[src/rtl/s1_unidade_controle.sv]
// S1 game control unit: Moore FSM sequencing rounds, notes, plays and scoring.
// Owns every datapath strobe; latches difficulty and song at game start.

package s1_pkg;
  typedef enum logic [3:0] {
    INICIAL       = 4'h0,
    PREPARA       = 4'h1,
    INICIO_RODADA = 4'h2,
    MOSTRA_NOTA   = 4'h3,
    PROX_MOSTRA   = 4'h4,
    FIM_MOSTRA    = 4'h5,
    ESPERA_JOGADA = 4'h6,
    REGISTRA      = 4'h7,
    COMPARA       = 4'h8,
    ERRO          = 4'h9,
    PROX_JOGADA   = 4'hA,
    FIM_RODADA    = 4'hB,
    PROX_RODADA   = 4'hC,
    FIM_JOGO      = 4'hD
  } estado_t;
endpackage

module s1_unidade_controle
  import s1_pkg::*;
#(
  parameter bit TIMEOUT_ENCERRA = 1'b1
) (
  input  logic       clock,
  input  logic       reset,
  input  logic       iniciar,
  input  logic       nivel_in,
  input  logic       musica_in,
  input  logic       fimL,
  input  logic       enderecoIgualLimite,
  input  logic       botoesIgualMemoria,
  input  logic       jogadafeita,
  input  logic       timeout,
  input  logic       muda_nota,
  output logic       zeraL,
  output logic       contaL,
  output logic       zeraE,
  output logic       contaE,
  output logic       zeraR,
  output logic       registraR,
  output logic       zeraT,
  output logic       contaT,
  output logic       zeraT2,
  output logic       contaT2,
  output logic       zeraErro,
  output logic       contaErro,
  output logic       zeraPontos,
  output logic       regPontos,
  output logic       mostraJ,
  output logic       mostraB,
  output logic       sel_memoria_arduino,
  output logic       activateArduino,
  output logic       nivel,
  output logic       memoria,
  output logic       fim_jogo,
  output logic       perdeu_timeout,
  output logic [3:0] db_estado
);

  estado_t estado;
  estado_t estado_prox;
  logic    fim_por_timeout;

  // state register, async return to INICIAL
  always_ff @(posedge clock or posedge reset) begin
    if (reset) estado <= INICIAL;
    else       estado <= estado_prox;
  end

  // next-state logic; a play beats a same-cycle timeout
  always_comb begin
    estado_prox = estado;
    unique case (estado)
      INICIAL:
        if (iniciar) estado_prox = PREPARA;
      PREPARA:
        estado_prox = INICIO_RODADA;
      INICIO_RODADA:
        estado_prox = MOSTRA_NOTA;
      MOSTRA_NOTA:
        if (muda_nota)
          estado_prox = enderecoIgualLimite ? FIM_MOSTRA
                                            : PROX_MOSTRA;
      PROX_MOSTRA:
        estado_prox = MOSTRA_NOTA;
      FIM_MOSTRA:
        estado_prox = ESPERA_JOGADA;
      ESPERA_JOGADA:
        if (jogadafeita)
          estado_prox = REGISTRA;
        else if (timeout)
          estado_prox = TIMEOUT_ENCERRA ? FIM_JOGO : ERRO;
      REGISTRA:
        estado_prox = COMPARA;
      COMPARA:
        if (!botoesIgualMemoria)
          estado_prox = ERRO;
        else if (enderecoIgualLimite)
          estado_prox = FIM_RODADA;
        else
          estado_prox = PROX_JOGADA;
      ERRO:
        estado_prox = enderecoIgualLimite ? FIM_RODADA
                                          : PROX_JOGADA;
      PROX_JOGADA:
        estado_prox = ESPERA_JOGADA;
      FIM_RODADA:
        estado_prox = fimL ? FIM_JOGO : PROX_RODADA;
      PROX_RODADA:
        estado_prox = INICIO_RODADA;
      FIM_JOGO:
        if (iniciar) estado_prox = PREPARA;
      default:
        estado_prox = INICIAL;
    endcase
  end

  // Moore strobe decode, purely from the current state
  always_comb begin
    zeraL               = 1'b0;
    contaL              = 1'b0;
    zeraE               = 1'b0;
    contaE              = 1'b0;
    zeraR               = 1'b0;
    registraR           = 1'b0;
    zeraT               = 1'b0;
    contaT              = 1'b0;
    zeraT2              = 1'b0;
    contaT2             = 1'b0;
    zeraErro            = 1'b0;
    contaErro           = 1'b0;
    zeraPontos          = 1'b0;
    regPontos           = 1'b0;
    mostraJ             = 1'b0;
    mostraB             = 1'b0;
    sel_memoria_arduino = 1'b0;
    activateArduino     = 1'b0;
    fim_jogo            = 1'b0;
    unique case (estado)
      PREPARA: begin
        zeraL      = 1'b1;
        zeraE      = 1'b1;
        zeraR      = 1'b1;
        zeraT      = 1'b1;
        zeraT2     = 1'b1;
        zeraErro   = 1'b1;
        zeraPontos = 1'b1;
      end
      INICIO_RODADA: begin
        zeraE    = 1'b1;
        zeraT2   = 1'b1;
        zeraErro = 1'b1;
      end
      MOSTRA_NOTA: begin
        mostraJ             = 1'b1;
        contaT2             = 1'b1;
        sel_memoria_arduino = 1'b1;
        activateArduino     = 1'b1;
      end
      PROX_MOSTRA: begin
        contaE = 1'b1;
        zeraT2 = 1'b1;
      end
      FIM_MOSTRA: begin
        zeraE = 1'b1;
        zeraR = 1'b1;
        zeraT = 1'b1;
      end
      ESPERA_JOGADA: begin
        contaT          = 1'b1;
        mostraB         = 1'b1;
        activateArduino = 1'b1;
      end
      REGISTRA: begin
        registraR = 1'b1;
        mostraB   = 1'b1;
      end
      ERRO:
        contaErro = 1'b1;
      PROX_JOGADA: begin
        contaE = 1'b1;
        zeraT  = 1'b1;
      end
      FIM_RODADA:
        regPontos = 1'b1;
      PROX_RODADA:
        contaL = 1'b1;
      FIM_JOGO:
        fim_jogo = 1'b1;
      default: ;
    endcase
  end

  assign db_estado = estado;

  assign fim_por_timeout = TIMEOUT_ENCERRA
                        && (estado == ESPERA_JOGADA)
                        && timeout
                        && !jogadafeita;

  // game configuration and timeout flag, refreshed at each PREPARA
  always_ff @(posedge clock or posedge reset) begin
    if (reset) begin
      nivel          <= 1'b0;
      memoria        <= 1'b0;
      perdeu_timeout <= 1'b0;
    end else if (estado == PREPARA) begin
      nivel          <= nivel_in;
      memoria        <= musica_in;
      perdeu_timeout <= 1'b0;
    end else if (fim_por_timeout) begin
      perdeu_timeout <= 1'b1;
    end
  end

endmodule

[config.mk]
export PLATFORM = sky130hd
export DESIGN_NAME = s1_unidade_controle
export DESIGN_NICKNAME = d
export VERILOG_FILES = /design/src/rtl/s1_unidade_controle.sv
export SDC_FILE = /design/constraint.sdc
export NUM_CORES = 1
export LEC_CHECK = 0
export BUFFER_PORTS_ARGS = -buffer_cell sky130_fd_sc_hd__clkbuf_2
export CAP_MARGIN = 20
export CORE_ASPECT_RATIO = 0.6
export CORE_MARGIN = 3
export CORE_UTILIZATION = 30
export CTS_CLUSTER_DIAMETER = 60
export DETAILED_ROUTE_END_ITERATION = 12
export HOLD_SLACK_MARGIN = 0.02
export PLACE_DENSITY_LB_ADDON = 0.15
export SLEW_MARGIN = 40
export SYNTH_ARGS = -nofsm -noshare
export SYNTH_HDL_FRONTEND = slang
export SYNTH_SLANG_ARGS = --single-unit
[constraint.sdc]
create_clock -name clock -period 1.54 [get_ports clock]
set_input_delay 0.308 -clock clock [delete_from_list [all_inputs] [get_ports clock]]
set_output_delay 0.308 -clock clock [all_outputs]
set_load 0.02 [all_outputs]
==> metrics <==
status complete, but fails checks; failing checks setup timing; Max-cap violations 0; critical path, cell by cell buf_6 -> or3_4 -> a211oi_4 -> nor2_4 -> a22oi_2 -> o22ai_1; DRC Markers 0; # IOs 37; Wirelength per Cell 14.97 um; Area Overhead vs Synth 119.6%; Comb power frac between 80% and 90%; clk slew on worst S/H paths 40 ps; EDFF count, synth 0; NetSw 0.001782 W; Main synth FF type dfrtp_1; internal power 0.002028 W; CP delay by family, top compound AO/OA/AOI/OAI gates; number of H-tree levels 1; Ys Warns 0; Fin Clk Skew 5.093 ps; DIE AREA 2829 um2; Detailed Routing Iterations Pass 1 4; Arr. time, crit path roughly 1800 ps; CTS Sinks 7; worst-skew pair later-pin latency 230 ps; crit-path max cell delay 470 ps; worst slew pin tran between 500 and 600 ps; Fmax achieved 590.9 MHz; Worst Hold Class input port to register; Mapped Nets 96; PwrDens roughly 2600 nW/um2; Critical Path End Type register; post-route insts no fill about 180; register bit total from synthesis 7; gpl congestion 0.8024; unrepaired setup endpoints after global routing true; number of buffers added on ports 36; overall routing resource usage 18.16%; Worst EP required 1640 ps; Worst Slack Setup Final -152.5 ps; Synth top area share around a quarter; drt via density 4.944; vias in the first global route 825; initial DRC count 58; Clk pwr share 6.7%; Die Ht 42.42 um; leakage 0.6937 nW; first-pass GRT wire length 3960 um; Overflow after GRT 0; post-synthesis sequential area ratio 26.42%; worst-path fanout max 8; Starting Density about a third; Final min period roughly 1700 ps; Max IR drop VDD 0.001473 V; core region area between 1500 and 2000 um2; period utilization 109.9%; Setup-failing EPs final 20; sequential share of power between 10% and 20%; Slew Viols, Final 0; Max Root-Sink Buffers 2; fraction of registers with async set/reset 100.0%; antenna violations before repair 0; largest net degree at the start of global routing 13; Final HPWL DP 1633 um; commonest cells in the netlist nor2_1, a21oi_1, dfrtp_1, nand2_1, inv_1; Placed Instances 158; # diodes 0; Die X 66.70 um; Setup WS pre-CTS -8.785 ps; CP Buf/Inv Count 1; via count 880; switching share of power a little under half; Synth area leader dfrtp_1; layout cells sized above 1 71.33%; critical path class register to register; Avg Inst Size Synth 7.802 um2; Mapped Area 663.1 um2; CTS Buf Count 3; Mapped Cells 85; Synth area leaders dfrtp_1, nor2_1, a21oi_1; Slew Limit Headroom between 60 and 70%; Final Total Pwr 0.003810 W; final wirelength 2664 um; CTS root buf clkbuf_8; final hold vios 0; Core Rows 12; Unique masters post-synth 34; CTS tree yes; most common cell in the netlist nor2_1; Final ANT Viol Nets 0; nets ~160; crit start category register; Worst path slowest cell dfrtp_2
## path summary, 6_finish.rpt
path                                     start        endpoint  slack (ps)  depth (start not counted)
worst max-delay path              db_estado[3]    db_estado[0]        -150                          6
worst min-delay path                 musica_in         memoria         320                          2
worst max register to register    db_estado[3]    db_estado[0]        -150                          6
worst min register to register  perdeu_timeout  perdeu_timeout         510                          2
max in group asynchronous                reset    db_estado[1]         760                          3
min in group asynchronous                reset         memoria         540                          3
## what timing repair did
action,4_1_cts,5_1_grt
setup buffers,9,6
hold endpoints to repair,7,0
setup endpoints to repair,20,23
gates cloned,0,0
gates resized for setup,42,39
pin swaps,4,2
hold buffers,1,0
## cell type report
cell class                 count  area (um2)
fill                         143       510.5
multi-input combinational     61       565.5
sequential                     7       180.2
tap                           28       35.03
clock buffer                   4       45.04
inverter                       7       31.28
timing repair buffer          71       599.3
## cell usage in the layout, fill, tap and decap left out, types with 4 or more instances in the layout
cell type and count:
nor2_1 7, buf_4 23, buf_6 20, dfrtp_2 4, clkbuf_8 6, a21oi_1 6
clkbuf_2 20
## per-stage QoR
step / cell area, um2 / util [%] / TNS (ps) / hold WS [ps]
finish: 1456 / 74.05 / -1653 / 315.5
global route: 1456 / 74.05 / -2925 / 324.1
CTS: 1315 / 66.86 / -1471 / 296.9
detailed placement: 1026 / 52.16 / -17.11 / 229.0
global placement: 1026 / 52.16 / -5.663 / 227.5
floorplan: 752.0 / - / -228.4 / 111.1
## state kept, by name (all words and copies together) (netlist names)
signal          count
db_estado           4
memoria             1
nivel               1
perdeu_timeout      1
## cell families after synthesis
family / share of synthesized area, %
AND/OR/NAND/NOR: 26.23
buffers and inverters: 14.34
AO/OA/AOI/OAI: 28.30
XOR/XNOR: 1.321
multiplexers: 3.396
flip-flops: 26.42
## power by group through the flow
stage / registers [W] / clock network [W] / logic (W)
floorplan: 0.000480 / 0 / 0.00141
global placement: 0.000444 / 0 / 0.00205
detailed placement: 0.000446 / 0 / 0.00206
CTS: 0.000432 / 0.000258 / 0.00266
global route: 0.000464 / 0.000276 / 0.00331
finish: 0.000446 / 0.000256 / 0.00311
## layer usage
metal / GRT usage, % / routed length [um]
met1: 27.36 / 1192
met4: 2.429 / 0
met5: 0 / 0
met2: 26.38 / 1267
met3: 4.290 / 204
Note: power is estimated with default switching activity, not from simulation.
